--- src/rtl/sseg_pkg.sv ---
// Shared constants and types for the multiplexed 7-segment bus.
// Segment patterns are a..g, MSB = a, active-low.
package sseg_pkg;

  localparam logic [6:0] SEG_0     = 7'b0000001;
  localparam logic [6:0] SEG_1     = 7'b1001111;
  localparam logic [6:0] SEG_2     = 7'b0010010;
  localparam logic [6:0] SEG_3     = 7'b0000110;
  localparam logic [6:0] SEG_4     = 7'b1001100;
  localparam logic [6:0] SEG_5     = 7'b0100100;
  localparam logic [6:0] SEG_6     = 7'b0100000;
  localparam logic [6:0] SEG_7     = 7'b0001111;
  localparam logic [6:0] SEG_8     = 7'b0000000;
  localparam logic [6:0] SEG_9     = 7'b0000100;
  localparam logic [6:0] SEG_BLANK = 7'b1111111;

  localparam logic [3:0] AN_POS0 = 4'b0111;
  localparam logic [3:0] AN_POS1 = 4'b1011;
  localparam logic [3:0] AN_POS2 = 4'b1101;
  localparam logic [3:0] AN_POS3 = 4'b1110;
  localparam logic [3:0] AN_NONE = 4'b1111;

  localparam logic [3:0] CODE_BLANK = 4'hF;
  localparam logic [3:0] CODE_BAD   = 4'hE;

  typedef enum logic {
    IDLE,
    SCAN
  } scan_state_t;

  typedef struct packed {
    logic [3:0] code;
    logic       dp;
    logic       invalid;
  } digit_t;

  // Returns {one_hot_valid, position}; anything but a single low anode is invalid.
  function automatic logic [2:0] an_decode(input logic [3:0] an);
    logic [2:0] r;
    case (an)
      AN_POS0: r = 3'b100;
      AN_POS1: r = 3'b101;
      AN_POS2: r = 3'b110;
      AN_POS3: r = 3'b111;
      default: r = 3'b000;
    endcase
    return r;
  endfunction

endpackage

--- src/rtl/sseg_seg2bcd.sv ---
// Combinational 7-segment pattern to BCD decoder.
// Blank decodes to CODE_BLANK; unknown patterns to CODE_BAD with invalid set.
module sseg_seg2bcd
  import sseg_pkg::*;
(
  input  logic [6:0] seg,
  output logic [3:0] code,
  output logic       invalid
);

  always_comb begin
    code    = CODE_BAD;
    invalid = 1'b0;
    case (seg)
      SEG_0:     code = 4'd0;
      SEG_1:     code = 4'd1;
      SEG_2:     code = 4'd2;
      SEG_3:     code = 4'd3;
      SEG_4:     code = 4'd4;
      SEG_5:     code = 4'd5;
      SEG_6:     code = 4'd6;
      SEG_7:     code = 4'd7;
      SEG_8:     code = 4'd8;
      SEG_9:     code = 4'd9;
      SEG_BLANK: code = CODE_BLANK;
      default:   invalid = 1'b1;
    endcase
  end

endmodule

--- src/rtl/disp_scan_capture.sv ---
// Captures frames from the scanned 4-digit 7-segment bus: input register,
// stability filter, segment decode, frame sequencer and staleness timeout.
module disp_scan_capture
  import sseg_pkg::*;
#(
  parameter int unsigned STABLE_CYCLES  = 4,
  parameter int unsigned TIMEOUT_CYCLES = 65535
) (
  input  logic        clk,
  input  logic        rst_n,
  input  logic [11:0] DISP,
  output logic [15:0] DIGITS,
  output logic [3:0]  DP,
  output logic [3:0]  INVALID,
  output logic        frame_valid,
  output logic        frame_done,
  output logic        sync_err,
  output logic        timeout
);

  localparam int unsigned TW = $clog2(TIMEOUT_CYCLES);
  localparam logic [7:0]    STAB_LAST = 8'(STABLE_CYCLES - 1);
  localparam logic [TW-1:0] TO_LAST   = TW'(TIMEOUT_CYCLES - 1);

  logic [11:0]   din_q;
  logic [7:0]    stab_cnt;
  logic [2:0]    an_info;
  logic          accept;
  logic [3:0]    dec_code;
  logic          dec_invalid;

  logic          acc_q;
  logic [1:0]    acc_pos;
  digit_t        acc_dig;

  scan_state_t   state, state_n;
  logic [1:0]    exp, exp_n;
  digit_t [3:0]  shadow, shadow_n;
  logic          shadow_we;
  logic          commit;
  logic          seq_err;
  logic          to_hit;
  logic [TW-1:0] to_cnt;

  // Comparing DISP against din_q at the edge is the same as comparing the
  // new din_q against its previous value, without a second copy of the bus.
  always_ff @(posedge clk) begin
    if (!rst_n) begin
      din_q    <= '1;
      stab_cnt <= '0;
    end else begin
      din_q <= DISP;
      if (DISP != din_q)
        stab_cnt <= '0;
      else if (stab_cnt != '1)
        stab_cnt <= stab_cnt + 8'd1;
    end
  end

  assign an_info = an_decode(din_q[11:8]);
  assign accept  = (stab_cnt == STAB_LAST) && an_info[2];

  sseg_seg2bcd u_seg2bcd (
    .seg     (din_q[7:1]),
    .code    (dec_code),
    .invalid (dec_invalid)
  );

  always_ff @(posedge clk) begin
    if (!rst_n) begin
      acc_q   <= 1'b0;
      acc_pos <= '0;
      acc_dig <= '0;
    end else begin
      acc_q           <= accept;
      acc_pos         <= an_info[1:0];
      acc_dig.code    <= dec_code;
      acc_dig.dp      <= ~din_q[0];
      acc_dig.invalid <= dec_invalid;
    end
  end

  always_ff @(posedge clk) begin
    if (!rst_n) begin
      state <= IDLE;
      exp   <= '0;
    end else begin
      state <= state_n;
      exp   <= exp_n;
    end
  end

  always_comb begin
    state_n   = state;
    exp_n     = exp;
    shadow_we = 1'b0;
    commit    = 1'b0;
    seq_err   = 1'b0;
    if (acc_q) begin
      case (state)
        IDLE: begin
          if (acc_pos == 2'd0) begin
            shadow_we = 1'b1;
            exp_n     = 2'd1;
            state_n   = SCAN;
          end
        end
        SCAN: begin
          if (acc_pos == exp) begin
            shadow_we = 1'b1;
            if (exp == 2'd3) begin
              commit  = 1'b1;
              state_n = IDLE;
            end else begin
              exp_n = exp + 2'd1;
            end
          end else if (acc_pos == exp - 2'd1) begin
            shadow_we = 1'b1;
          end else if (acc_pos == 2'd0) begin
            shadow_we = 1'b1;
            exp_n     = 2'd1;
            seq_err   = 1'b1;
          end else begin
            seq_err = 1'b1;
            state_n = IDLE;
          end
        end
        default: state_n = IDLE;
      endcase
    end
    // A commit on the same cycle as expiry keeps the frame alive.
    to_hit = (to_cnt == TO_LAST) && !commit;
    if (to_hit)
      state_n = IDLE;
  end

  // The committing digit is written in the same edge, so outputs copy the
  // post-write shadow image.
  always_comb begin
    shadow_n = shadow;
    if (shadow_we)
      shadow_n[acc_pos] = acc_dig;
  end

  always_ff @(posedge clk) begin
    if (!rst_n) begin
      shadow      <= '0;
      to_cnt      <= '0;
      DIGITS      <= 16'hFFFF;
      DP          <= '0;
      INVALID     <= '0;
      frame_valid <= 1'b0;
      frame_done  <= 1'b0;
      sync_err    <= 1'b0;
      timeout     <= 1'b0;
    end else begin
      shadow     <= shadow_n;
      frame_done <= commit;
      sync_err   <= seq_err;
      timeout    <= to_hit;
      if (commit || to_hit)
        to_cnt <= '0;
      else
        to_cnt <= to_cnt + TW'(1);
      if (commit) begin
        DIGITS      <= {shadow_n[0].code, shadow_n[1].code,
                        shadow_n[2].code, shadow_n[3].code};
        DP          <= {shadow_n[0].dp, shadow_n[1].dp,
                        shadow_n[2].dp, shadow_n[3].dp};
        INVALID     <= {shadow_n[0].invalid, shadow_n[1].invalid,
                        shadow_n[2].invalid, shadow_n[3].invalid};
        frame_valid <= 1'b1;
      end else if (to_hit) begin
        frame_valid <= 1'b0;
      end
    end
  end

endmodule

--- config.mk ---
export PLATFORM = sky130hd
export DESIGN_NAME = disp_scan_capture
export DESIGN_NICKNAME = d
export VERILOG_FILES = /design/src/rtl/sseg_pkg.sv /design/src/rtl/sseg_seg2bcd.sv /design/src/rtl/disp_scan_capture.sv
export SDC_FILE = /design/constraint.sdc
export NUM_CORES = 1
export LEC_CHECK = 0
export BUFFER_PORTS_ARGS = -buffer_cell sky130_fd_sc_hd__buf_2
export CELL_PAD_IN_SITES_DETAIL_PLACEMENT = 0
export CELL_PAD_IN_SITES_GLOBAL_PLACEMENT = 2
export CORE_MARGIN = 2
export CORE_UTILIZATION = 37
export CTS_BUF_LIST = sky130_fd_sc_hd__clkbuf_16
export DETAILED_ROUTE_END_ITERATION = 7
export PLACE_DENSITY_LB_ADDON = 0.1
export SLEW_MARGIN = 20
export SYNTH_ARGS = -nofsm -noshare
export SYNTH_HDL_FRONTEND = slang
export SYNTH_SLANG_ARGS = --single-unit
export TNS_END_PERCENT = 20
--- constraint.sdc ---
create_clock -name clk -period 2.1 [get_ports clk]
set_input_delay 0.315 -clock clk [delete_from_list [all_inputs] [get_ports clk]]
set_output_delay 0.315 -clock clk [all_outputs]
set_load 0.01 [all_outputs]
==> out/results.ini <==
[drt]
via_count = 2969
first_pass_iters = 4
via_per_inst = 4.81
routed_wl_mm = 8.21
avgRoutedWirePerCell_um = 13.3
wl_met3_um = 337
wl_met2_mm = 3.53
drc = 0
drt_iter0_drc = 118
top_layer_used = met4
wl_met1_mm = 4.25
ant_nets = 0

[logic_synthesis]
synth-seq-cells = 100
ys_seq_area_share_pct = 48.0
syn_nets = 453
avgSynthCellArea_um2 = 9.60
synth.area.top_cells = dfxtp_1, mux2i_1, nor2b_1
synth.top_cell.area_share_pct = 48.0
synth_area_um2 = 4170
yosysUniqueCellTypes = 43
synth-edff-count = 0
synthCells = 435
synth-async-reset-ratio_pct = 0
ys.flop_type = dfxtp_1
ys.warnings.count = 0
yosys.area.top_type = dfxtp_1

[global_route]
grt_pass1_vias = 2856
grtUsageTotal_pct = 14.8
grt_pass1_wl_mm = 13.9
grt_max_degree = 48
gr-total-overflow = 0
antenna_found_initial = 0

[floorplan]
io_pins = 42
die_h_um = 110
start_util_pct = 38.2
core-area_um2 = 10900
rows = 38
fp.dieW_um = 110
die_area_um2 = 12100

[critical_path]
required_ns = 2.31
r2r_setup_slack_ns = 0.18
start_kind = flop
r2r_start = exp[0]
reg2reg_depth = 6
crit_type = flop to flop
crit_fanout = 6
worstPathArrival_ns = 2.13
worstReg2RegEnd = DIGITS[0]
cp-end-kind = flop

[placed_design]
place_ws_ns = 0.120
place_area_um2 = 4510
hpwlAfterDp_mm = 5.69
gp_congestion = 0.762
io_buffers = 41

[sta]
hold_viol_final = 0
clock.fmax_ghz = 0.522
finalCritPeriodShare_pct = 91.3
finalWorstSetupSlack_ns = 0.183
worst_pin_slew_ns = 0.452
fin_crit_ns = 1.92
drv_slew = 0
tns_ns = 0
skew_ns = 0.00680
timing.slew.headroom_pct = 69.8
setup_violations = 0
rsz0062_at_grt = false
whs_ns = 0.176

[power_and_ir_drop]
powerDensity_nw_per_um2 = 784
p_leak_nw = 1.85
seq_power_share_pct = 51.9
p_sw_share_pct = 22.5
p_int_mw = 2.93
p_switching_mw = 0.852
p_clk_share_pct = 44.3
peakVddDrop_uv = 350
comb_power_share_pct = 3.7

[finish]
final_cell_mix = dfxtp_1, buf_2, nand2_1
fill_cells = 1097
drive_gt1_share_pct = 15.5
final_area_um2 = 4830
fin_util_pct = 44.2
antenna_cells = 0
syn_to_final_growth_pct = 15.7
final_common_cell = dfxtp_1
fin_nets = 490

[worst_hold_path]
min_path_cells = 2
min_from = DISP[1]
hold_end = din_q[1]
min_path_type = input port to flop

[clock_tree]
cts_tree = built
cts_root_buf = clkbuf_16
clk_path_buf_depth = 2
insertion_delay_ns = 0.34
htreeDepth = 3
postCtsSetupRepairBufs = 0
hold_buffers = 0
cts_buffers = 9
clk_pin_slew_worst_paths_ns = 0.07
cts_resized = 0
cts_sinks = 100

[status]
outcome = finished clean

[job]
cap_violations = 0

-- area by class of cell --
cell class	instances	area, µm²	share of cell area (%)
tap	140	175	3.63
clock inverter	7	80.1	1.66
clock buffer	9	225	4.66
sequential	100	2000	41.5
inverter	3	11.3	0.233
multi-input combinational	307	2030	42.0
timing repair buffer	51	305	6.32
-- cell usage after synthesis, types with 2 or more instances --
master	count
ha_1	4
a211oi_1	2
nand2_1	35
a21oi_1	22
o211a_1	4
xnor2_1	15
buf_6	3
a32oi_1	2
nor2_1	34
inv_1	3
xor2_1	21
clkbuf_1	15
nor2b_1	30
nor4_1	4
and2_1	4
nor3_1	3
mux2i_1	25
a21boi_0	2
and3_1	11
buf_2	5
buf_4	2
nand3_2	3
nand3_1	9
dfxtp_1	100
nand2b_1	14
nor3b_1	10
o21ai_0	14
nand4b_1	3
o211ai_1	9
nand4_1	8
and4_1	5
a31oi_1	3
-- registers in the layout, summed over array words and instances (netlist names), 2 cells and up --
name      cells
acc_dig       6
INVALID       4
din_q        12
to_cnt       16
DIGITS       16
shadow       24
stab_cnt      8
exp           2
acc_pos       2
DP            4
-- per-stage QoR --
step | instances | power (mW)
floorplan | 435 | 2.10
global placement | 599 | 2.15
detailed placement | 599 | 2.15
CTS | 615 | 3.87
global route | 617 | 3.95
finish | 617 | 3.79
-- critical path, stage by stage, from the launching register on --
cell and delay [ns]:
dfxtp_1 0.31, ha_1 0.39, nand2b_1 0.18, nand2_1 0.12, nor3_4 0.39, mux2i_1 0.30
a21oi_1 0.09
-- power by group through the flow --
stage               Sequential [mW]  Combinational (mW)  Clock [mW]
floorplan                      1.99               0.119           0
global placement               2.01               0.144           0
detailed placement             2.01               0.144           0
CTS                            1.96               0.145        1.76
global route                   1.97               0.162        1.82
finish                         1.96               0.142        1.68
-- routing by layer --
| layer | up-vias | track usage [%] |
|---|---|---|
| met3 | 8 | 3.88 |
| met1 | 1339 | 20.3 |
| met2 | 44 | 22.1 |
| met4 | 0 | 5.89 |
| met5 | - | 0 |
| li1 | 1578 | - |
-- cells by family (layout without fill, tap and decap cells) --
logic type	count (synthesis)	count (layout)	synth area share, %
xor+xnor	36	36	7.55
fa+ha+maj	4	4	1.20
flops	100	100	48.0
buf+inv	28	70	3.39
simple gates	178	178	23.6
compound gates	64	64	10.3
mux	25	25	6.00
-- worst max path at each step --
stage | end | depth (start not counted) | startpoint | slack, ns
after floorplan | DP[2] | 6 | exp[0] | 0.32
after global placement | INVALID[2] | 6 | exp[0] | 0.18
after detailed placement | DP[2] | 6 | exp[0] | 0.12
after CTS | DP[2] | 6 | exp[0] | 0.11
after global routing | DIGITS[0] | 6 | exp[0] | 0.04
final | DIGITS[0] | 6 | exp[0] | 0.18
Power figures use the tool's default switching activity.
